**src/rtl/vga_pkg.sv**
```systemverilog
// Shared 640x480@60 timing constants and colour width for the VGA display path.
package vga_pkg;

    localparam int VGA_TOTAL_COLS     = 800;
    localparam int VGA_TOTAL_ROWS     = 525;
    localparam int VGA_ACTIVE_COLS    = 640;
    localparam int VGA_ACTIVE_ROWS    = 480;
    localparam int VGA_H_FRONT_PORCH  = 16;
    localparam int VGA_H_SYNC         = 96;
    localparam int VGA_V_FRONT_PORCH  = 10;
    localparam int VGA_V_SYNC         = 2;
    localparam int VGA_FRAMES_PER_TICK = 30;

    localparam int c_COLOR_W = 4;

    // Inclusive sync windows, expressed in the 10-bit count domain.
    localparam logic [9:0] H_SYNC_START = 10'(VGA_ACTIVE_COLS + VGA_H_FRONT_PORCH);
    localparam logic [9:0] H_SYNC_END   = 10'(VGA_ACTIVE_COLS + VGA_H_FRONT_PORCH + VGA_H_SYNC - 1);
    localparam logic [9:0] V_SYNC_START = 10'(VGA_ACTIVE_ROWS + VGA_V_FRONT_PORCH);
    localparam logic [9:0] V_SYNC_END   = 10'(VGA_ACTIVE_ROWS + VGA_V_FRONT_PORCH + VGA_V_SYNC - 1);

    // True when a count lies inside an inclusive [lo, hi] window.
    function automatic logic in_window(input logic [9:0] v, input logic [9:0] lo,
                                       input logic [9:0] hi);
        return (v >= lo) && (v <= hi);
    endfunction

endpackage

```
**src/rtl/vga_timing_gen_if.sv**
```systemverilog
// Timing/video bundle between the timing generator (master) and renderer/board (slave).
interface vga_timing_gen_if;
    import vga_pkg::*;

    logic                 i_Tick_En;
    logic [c_COLOR_W-1:0] i_Red_Video;
    logic [c_COLOR_W-1:0] i_Grn_Video;
    logic [c_COLOR_W-1:0] i_Blu_Video;
    logic [9:0]           o_Col_Count;
    logic [9:0]           o_Row_Count;
    logic                 o_Active;
    logic                 o_Frame_Start;
    logic                 o_Game_Tick;
    logic                 o_HSync;
    logic                 o_VSync;
    logic [c_COLOR_W-1:0] o_Red_Video;
    logic [c_COLOR_W-1:0] o_Grn_Video;
    logic [c_COLOR_W-1:0] o_Blu_Video;

    modport master (
        input  i_Tick_En, i_Red_Video, i_Grn_Video, i_Blu_Video,
        output o_Col_Count, o_Row_Count, o_Active, o_Frame_Start, o_Game_Tick,
               o_HSync, o_VSync, o_Red_Video, o_Grn_Video, o_Blu_Video
    );

    modport slave (
        output i_Tick_En, i_Red_Video, i_Grn_Video, i_Blu_Video,
        input  o_Col_Count, o_Row_Count, o_Active, o_Frame_Start, o_Game_Tick,
               o_HSync, o_VSync, o_Red_Video, o_Grn_Video, o_Blu_Video
    );

endinterface

```
**src/rtl/vga_frame_ticker.sv**
```systemverilog
// Frame divider: emits a one-cycle tick on every c_FRAMES_PER_TICK-th frame start.
// i_Frame_Start is the next-state frame strobe, so o_Tick lines up with o_Frame_Start.
module vga_frame_ticker
    import vga_pkg::*;
#(
    parameter int c_FRAMES_PER_TICK = VGA_FRAMES_PER_TICK
) (
    input  logic i_Clk,
    input  logic i_Rst,
    input  logic i_Frame_Start,
    input  logic i_Tick_En,
    output logic o_Tick
);

    localparam int               c_DIV_W = $clog2(c_FRAMES_PER_TICK) + 1;
    localparam logic [c_DIV_W-1:0] c_LAST = c_DIV_W'(c_FRAMES_PER_TICK - 1);

    logic [c_DIV_W-1:0] r_Div;
    logic               r_Tick;

    // Count enabled frame starts; disabling the ticker discards any partial count.
    always_ff @(posedge i_Clk) begin
        if (i_Rst) begin
            r_Div  <= '0;
            r_Tick <= 1'b0;
        end else begin
            r_Tick <= 1'b0;
            if (!i_Tick_En) begin
                r_Div <= '0;
            end else if (i_Frame_Start) begin
                if (r_Div == c_LAST) begin
                    r_Div  <= '0;
                    r_Tick <= 1'b1;
                end else begin
                    r_Div <= r_Div + 1'b1;
                end
            end
        end
    end

    assign o_Tick = r_Tick;

endmodule

```
**src/rtl/vga_timing_gen.sv**
```systemverilog
// VGA timing master: column/row scan, syncs, active flag, frame strobe, game tick
// and a one-cycle blanking stage on the returned pixel colour.
module vga_timing_gen
    import vga_pkg::*;
#(
    parameter int c_TOTAL_COLS      = VGA_TOTAL_COLS,
    parameter int c_TOTAL_ROWS      = VGA_TOTAL_ROWS,
    parameter int c_ACTIVE_COLS     = VGA_ACTIVE_COLS,
    parameter int c_ACTIVE_ROWS     = VGA_ACTIVE_ROWS,
    parameter int c_H_FRONT_PORCH   = VGA_H_FRONT_PORCH,
    parameter int c_H_SYNC          = VGA_H_SYNC,
    parameter int c_V_FRONT_PORCH   = VGA_V_FRONT_PORCH,
    parameter int c_V_SYNC          = VGA_V_SYNC,
    parameter int c_FRAMES_PER_TICK = VGA_FRAMES_PER_TICK
) (
    input  logic              i_Clk,
    input  logic              i_Rst,
    vga_timing_gen_if.master  bus
);

    localparam logic [9:0] c_COL_LAST = 10'(c_TOTAL_COLS - 1);
    localparam logic [9:0] c_ROW_LAST = 10'(c_TOTAL_ROWS - 1);
    localparam logic [9:0] c_ACT_COLS = 10'(c_ACTIVE_COLS);
    localparam logic [9:0] c_ACT_ROWS = 10'(c_ACTIVE_ROWS);
    localparam logic [9:0] c_HS_START = 10'(c_ACTIVE_COLS + c_H_FRONT_PORCH);
    localparam logic [9:0] c_HS_END   = 10'(c_ACTIVE_COLS + c_H_FRONT_PORCH + c_H_SYNC - 1);
    localparam logic [9:0] c_VS_START = 10'(c_ACTIVE_ROWS + c_V_FRONT_PORCH);
    localparam logic [9:0] c_VS_END   = 10'(c_ACTIVE_ROWS + c_V_FRONT_PORCH + c_V_SYNC - 1);

    // r_Running is clear while held in reset so the first edge after release presents (0,0).
    logic                 r_Running;
    logic [9:0]           r_Col;
    logic [9:0]           r_Row;
    logic                 r_Active;
    logic                 r_Frame_Start;
    logic                 r_HSync;
    logic                 r_VSync;
    logic [c_COLOR_W-1:0] r_Red;
    logic [c_COLOR_W-1:0] r_Grn;
    logic [c_COLOR_W-1:0] r_Blu;
    logic [9:0]           w_Col_Next;
    logic [9:0]           w_Row_Next;
    logic                 w_Frame_Start_Next;
    logic                 w_Tick;

    // Next scan position: hold (0,0) until running, then advance with column/row wrap.
    always_comb begin
        w_Col_Next = '0;
        w_Row_Next = '0;
        if (r_Running) begin
            if (r_Col == c_COL_LAST) begin
                w_Col_Next = '0;
                w_Row_Next = (r_Row == c_ROW_LAST) ? 10'd0 : r_Row + 10'd1;
            end else begin
                w_Col_Next = r_Col + 10'd1;
                w_Row_Next = r_Row;
            end
        end
    end

    assign w_Frame_Start_Next = (w_Col_Next == 10'd0) && (w_Row_Next == 10'd0);

    // Register scan position, decoded flags, delayed syncs and blanked colour.
    always_ff @(posedge i_Clk) begin
        if (i_Rst) begin
            r_Running     <= 1'b0;
            r_Col         <= '0;
            r_Row         <= '0;
            r_Active      <= 1'b0;
            r_Frame_Start <= 1'b0;
            r_HSync       <= 1'b1;
            r_VSync       <= 1'b1;
            r_Red         <= '0;
            r_Grn         <= '0;
            r_Blu         <= '0;
        end else begin
            r_Running     <= 1'b1;
            r_Col         <= w_Col_Next;
            r_Row         <= w_Row_Next;
            r_Active      <= (w_Col_Next < c_ACT_COLS) && (w_Row_Next < c_ACT_ROWS);
            r_Frame_Start <= w_Frame_Start_Next;
            r_HSync       <= !(r_Running && in_window(r_Col, c_HS_START, c_HS_END));
            r_VSync       <= !(r_Running && in_window(r_Row, c_VS_START, c_VS_END));
            r_Red         <= r_Active ? bus.i_Red_Video : '0;
            r_Grn         <= r_Active ? bus.i_Grn_Video : '0;
            r_Blu         <= r_Active ? bus.i_Blu_Video : '0;
        end
    end

    vga_frame_ticker #(
        .c_FRAMES_PER_TICK (c_FRAMES_PER_TICK)
    ) u_ticker (
        .i_Clk         (i_Clk),
        .i_Rst         (i_Rst),
        .i_Frame_Start (w_Frame_Start_Next),
        .i_Tick_En     (bus.i_Tick_En),
        .o_Tick        (w_Tick)
    );

    assign bus.o_Col_Count   = r_Col;
    assign bus.o_Row_Count   = r_Row;
    assign bus.o_Active      = r_Active;
    assign bus.o_Frame_Start = r_Frame_Start;
    assign bus.o_Game_Tick   = w_Tick;
    assign bus.o_HSync       = r_HSync;
    assign bus.o_VSync       = r_VSync;
    assign bus.o_Red_Video   = r_Red;
    assign bus.o_Grn_Video   = r_Grn;
    assign bus.o_Blu_Video   = r_Blu;

endmodule

```
**src/flat_wrapper.sv**
```systemverilog
// flat-port wrapper written by rule: the top's interface ports become plain ports
module vga_timing_gen_flat import vga_pkg::*;
#(
    parameter int c_TOTAL_COLS      = VGA_TOTAL_COLS,
    parameter int c_TOTAL_ROWS      = VGA_TOTAL_ROWS,
    parameter int c_ACTIVE_COLS     = VGA_ACTIVE_COLS,
    parameter int c_ACTIVE_ROWS     = VGA_ACTIVE_ROWS,
    parameter int c_H_FRONT_PORCH   = VGA_H_FRONT_PORCH,
    parameter int c_H_SYNC          = VGA_H_SYNC,
    parameter int c_V_FRONT_PORCH   = VGA_V_FRONT_PORCH,
    parameter int c_V_SYNC          = VGA_V_SYNC,
    parameter int c_FRAMES_PER_TICK = VGA_FRAMES_PER_TICK
)
  (i_Clk, i_Rst, bus_i_Tick_En, bus_i_Red_Video, bus_i_Grn_Video, bus_i_Blu_Video, bus_o_Col_Count, bus_o_Row_Count, bus_o_Active, bus_o_Frame_Start, bus_o_Game_Tick, bus_o_HSync, bus_o_VSync, bus_o_Red_Video, bus_o_Grn_Video, bus_o_Blu_Video);
  vga_timing_gen_if bus_i ();
  input  logic i_Clk;
  input  logic i_Rst;
  input wire logic [$bits(bus_i.i_Tick_En)-1:0] bus_i_Tick_En;
  input wire logic [$bits(bus_i.i_Red_Video)-1:0] bus_i_Red_Video;
  input wire logic [$bits(bus_i.i_Grn_Video)-1:0] bus_i_Grn_Video;
  input wire logic [$bits(bus_i.i_Blu_Video)-1:0] bus_i_Blu_Video;
  output wire logic [$bits(bus_i.o_Col_Count)-1:0] bus_o_Col_Count;
  output wire logic [$bits(bus_i.o_Row_Count)-1:0] bus_o_Row_Count;
  output wire logic [$bits(bus_i.o_Active)-1:0] bus_o_Active;
  output wire logic [$bits(bus_i.o_Frame_Start)-1:0] bus_o_Frame_Start;
  output wire logic [$bits(bus_i.o_Game_Tick)-1:0] bus_o_Game_Tick;
  output wire logic [$bits(bus_i.o_HSync)-1:0] bus_o_HSync;
  output wire logic [$bits(bus_i.o_VSync)-1:0] bus_o_VSync;
  output wire logic [$bits(bus_i.o_Red_Video)-1:0] bus_o_Red_Video;
  output wire logic [$bits(bus_i.o_Grn_Video)-1:0] bus_o_Grn_Video;
  output wire logic [$bits(bus_i.o_Blu_Video)-1:0] bus_o_Blu_Video;
  assign bus_i.i_Tick_En = bus_i_Tick_En;
  assign bus_i.i_Red_Video = bus_i_Red_Video;
  assign bus_i.i_Grn_Video = bus_i_Grn_Video;
  assign bus_i.i_Blu_Video = bus_i_Blu_Video;
  assign bus_o_Col_Count = bus_i.o_Col_Count;
  assign bus_o_Row_Count = bus_i.o_Row_Count;
  assign bus_o_Active = bus_i.o_Active;
  assign bus_o_Frame_Start = bus_i.o_Frame_Start;
  assign bus_o_Game_Tick = bus_i.o_Game_Tick;
  assign bus_o_HSync = bus_i.o_HSync;
  assign bus_o_VSync = bus_i.o_VSync;
  assign bus_o_Red_Video = bus_i.o_Red_Video;
  assign bus_o_Grn_Video = bus_i.o_Grn_Video;
  assign bus_o_Blu_Video = bus_i.o_Blu_Video;
  vga_timing_gen #(.c_TOTAL_COLS(c_TOTAL_COLS), .c_TOTAL_ROWS(c_TOTAL_ROWS), .c_ACTIVE_COLS(c_ACTIVE_COLS), .c_ACTIVE_ROWS(c_ACTIVE_ROWS), .c_H_FRONT_PORCH(c_H_FRONT_PORCH), .c_H_SYNC(c_H_SYNC), .c_V_FRONT_PORCH(c_V_FRONT_PORCH), .c_V_SYNC(c_V_SYNC), .c_FRAMES_PER_TICK(c_FRAMES_PER_TICK)) u_core (.i_Clk(i_Clk), .i_Rst(i_Rst), .bus(bus_i));
endmodule
```
**config.mk**
```make
export PLATFORM = sky130hd
export DESIGN_NAME = vga_timing_gen_flat
export DESIGN_NICKNAME = d
export VERILOG_FILES = /design/src/rtl/vga_pkg.sv /design/src/rtl/vga_timing_gen_if.sv /design/src/rtl/vga_frame_ticker.sv /design/src/rtl/vga_timing_gen.sv /design/src/flat_wrapper.sv
export SDC_FILE = /design/constraint.sdc
export NUM_CORES = 1
export LEC_CHECK = 0
export ABC_AREA = 1
export CORE_MARGIN = 1
export CORE_UTILIZATION = 32
export DETAILED_ROUTE_END_ITERATION = 8
export GPL_ROUTABILITY_DRIVEN = 0
export SYNTH_ARGS = -nofsm -noshare
export SYNTH_HDL_FRONTEND = slang
export SYNTH_HIERARCHICAL = 1
export SYNTH_SLANG_ARGS = --single-unit
```
**constraint.sdc**
```tcl
create_clock -name i_Clk -period 2.64 [get_ports i_Clk]
set_clock_uncertainty 0.2 [all_clocks]
set_input_delay 0.528 -clock i_Clk [delete_from_list [all_inputs] [get_ports i_Clk]]
set_output_delay 0.528 -clock i_Clk [all_outputs]
set_load 0.01 [all_outputs]
```
==> qor.yml <==
dp_hpwl_mm: 4.11
synth_top_area_share_pct: 39.2
clk_pin_slew_ns: 0.09
syn-cell-area_um2: 2250
worst_pin_slew_ns: 0.386
syn_nets: 353
ys_ff_latch: 44
multiInputGateArea_um2: 1170
ant_nets: 0
clockBufferDepth: 2
yosysTopAreaCell: "dfxtp_1"
core_area_um2: 6790
rows: 30
cts_tree: "done"
met2_usage_pct: 26.8
setup_viol: 0
synth-adder-area-share_pct: 3.90
synth_top_family_by_area: "simple AND/OR/NAND/NOR gates"
status: "complete, no violations"
worstSetupPathType: "register to register"
cts_buffers: 5
dpl.cell_count: 479
num_io_pins: 52
track_usage_pct: 15.6
start_kind: "register"
yosysUniqueCellTypes: 29
grt_pass1_wl_mm: 9.17
placed_cell_area_um2: 2900
nFillCells: 716
cap_violations: 0
cp.required_ns: 2.63
dieArea_um2: 7360
cts_hold_buf: 0
htree_num_levels: 2
synthCells: 331
synth_compound_area_share_pct: 4.18
critPathArrivalTime_ns: 2.39
cp_max_fo: 9
critPathCaptureType: "register"
top_usage_layer: "met2"
syn_avg_cell_area_um2: 6.79
drt-initial-drc-count: 86
yosys_warnings: 6
viasPerCell: 4.47
use_met1_pct: 19.1
ff_latch_area_um2: 883
post-route-period-util_pct: 90.8
drive_gt1_share_pct: 12.8
finalMaxSlewViolations: 0
drcViolationCount: 0
power.total_mw: 1.21
peakVddDrop_v: 0.000224
synthArstFlopShare_pct: 0
period_needed_ns: 2.40
holdWs_ns: 0.300
gr-total-overflow: 0
grt_pass1_vias: 2104
ys_seq_area_share_pct: 39.2
final_cells: 488
power_density_nw_per_um2: 399
route.detailed.wl_per_inst_um: 10.8
synthXorXnorAreaFrac_pct: 0.780
synth_edf_count: 0
wirelength_mm: 5.29
max_freq_mhz: 417
start_util_pct: 33.1
synthSimpleGateAreaFrac_pct: 41.6
hold_viol: 0
numPortBuffers: 51
finalSetupTns_ns: 0
synth_area_leaders: "dfxtp_1 39%, nand2_1 14%, nor2_1 9.0%"
cts.sinks: 44
fin_area_um2: 3040
synth_mux_area_share_pct: 0
dr.pass1.iters: 4
use_met3_pct: 3.66
yosysMostFrequentCell: "nand2_1"
clk_latency_ns: 0.30
die_h_um: 85.8
hp-class: "register to register"
layout.nets: 413
max_slew_margin_pct: 74.2
synth_commonest_cells: "82 x nand2_1, 54 x nor2_1, 52 x inv_1"
synth_ff_type: "dfxtp_1"
grt_max_degree: 24
die_w_um: 85.8
syn_to_final_growth_pct: 35.3
diodes: 0
p_leak_nw: 1.35
antenna_found_initial: 0
root_buffer: "clkbuf_8"
vias: 2179
## final cells by class
| cell class | instances | share of cell area (%) |
|---|---|---|
| clock inverter | 3 | 0.782 |
| timing repair buffer | 57 | 18.3 |
| clock buffer | 5 | 2.26 |
| sequential | 44 | 29.1 |
| tap | 96 | 3.95 |
| multi-input combinational | 226 | 38.6 |
| inverter | 57 | 7.08 |
## per-stage QoR
step | utilization [%] | worst slack (ns)
2_1_floorplan | - | 0.333
3_3_place_gp | 42.7 | 0.146
3_5_place_dp | 42.7 | 0.0959
4_1_cts | 44.0 | 0.0711
5_1_grt | 44.7 | -0.00680
6_report | 44.7 | 0.242
## what timing repair did
action,CTS,global route
endpoints found under the setup margin,0,7
setup buffers,0,1
resized for setup,0,12
## cell families after synthesis
group | count (synthesis)
simple gates | 201
compound gates | 16
xor+xnor | 2
flops | 44
buf+inv | 61
fa+ha+maj | 7
## flip-flops by register name (all words and copies together) (netlist names)
signal	flops
u_core/bus.o_Blu_Video	4
u_core/bus.o_HSync	1
u_core/u_ticker/r_Div	6
u_core/bus.o_Col_Count	10
u_core/bus.o_Row_Count	10
u_core/bus.o_VSync	1
u_core/bus.o_Grn_Video	4
u_core/bus.o_Red_Video	4
u_core/bus.o_Frame_Start	1
u_core/u_ticker/o_Tick	1
u_core/r_Running	1
u_core/bus.o_Active	1
## power by group
part	leakage [nW]	internal, mW	switching [mW]
logic	0.949	0.0519	0.0465
clock network	0.0404	0.187	0.241
registers	0.359	0.676	0.00832
## worst max-delay path: stages, from the launching register on
cell     delay [ns]
dfxtp_1        0.39
ha_4           0.16
nand3_2        0.11
nor2_4         0.17
nand2_4        0.10
nand2_8        0.11
nand2_2        0.08
nand3_1        0.09
nand2_1        0.07
inv_1          0.07
nand2_1        0.05
nor2_1         0.08
nand2_1        0.09
inv_2          0.08
nand2_2        0.07
inv_1          0.07
nand3_2        0.12
nand2_4        0.12
a21oi_1        0.04
## metal layers
| layer | up-vias | share of wire [%] |
|---|---|---|
| met5 | - | 0 |
| met4 | 0 | 2.4 |
| met3 | 13 | 5.4 |
| met2 | 60 | 48 |
| met1 | 964 | 44 |
| li1 | 1142 | - |
## worst paths after layout
path	slack, ns	end	depth (start not counted)	startpoint
setup / recovery	0.24	u_core/u_ticker/r_Div[3]	18	u_core/bus.o_Col_Count[0]
hold / removal	0.30	u_core/u_ticker/r_Div[1]	2	u_core/u_ticker/r_Div[1]
setup reg to reg	0.24	u_core/u_ticker/r_Div[3]	18	u_core/bus.o_Col_Count[0]
hold reg to reg	0.30	u_core/u_ticker/r_Div[1]	2	u_core/u_ticker/r_Div[1]
## placed cells by master, fill, tap and decap left out, types with 2 or more instances in the layout
| master | count |
|---|---|
| nand2_1 | 82 |
| nor2_1 | 52 |
| clkdlybuf4s50_1 | 51 |
| inv_1 | 51 |
| dfxtp_1 | 42 |
| nand3_1 | 27 |
| nor2_2 | 8 |
| buf_4 | 6 |
| nor3_1 | 6 |
| a21oi_1 | 6 |
| clkbuf_8 | 5 |
| inv_2 | 5 |
| o21ai_0 | 5 |
| nand4_1 | 5 |
| ha_1 | 5 |
| nand3_2 | 4 |
| nor2_4 | 4 |
| nand2_2 | 4 |
| clkinvlp_4 | 2 |
| nand2_4 | 2 |
| o211ai_1 | 2 |
| xor2_1 | 2 |
| dfxtp_2 | 2 |
| or2_0 | 2 |
(Power assumes the default switching activity.)
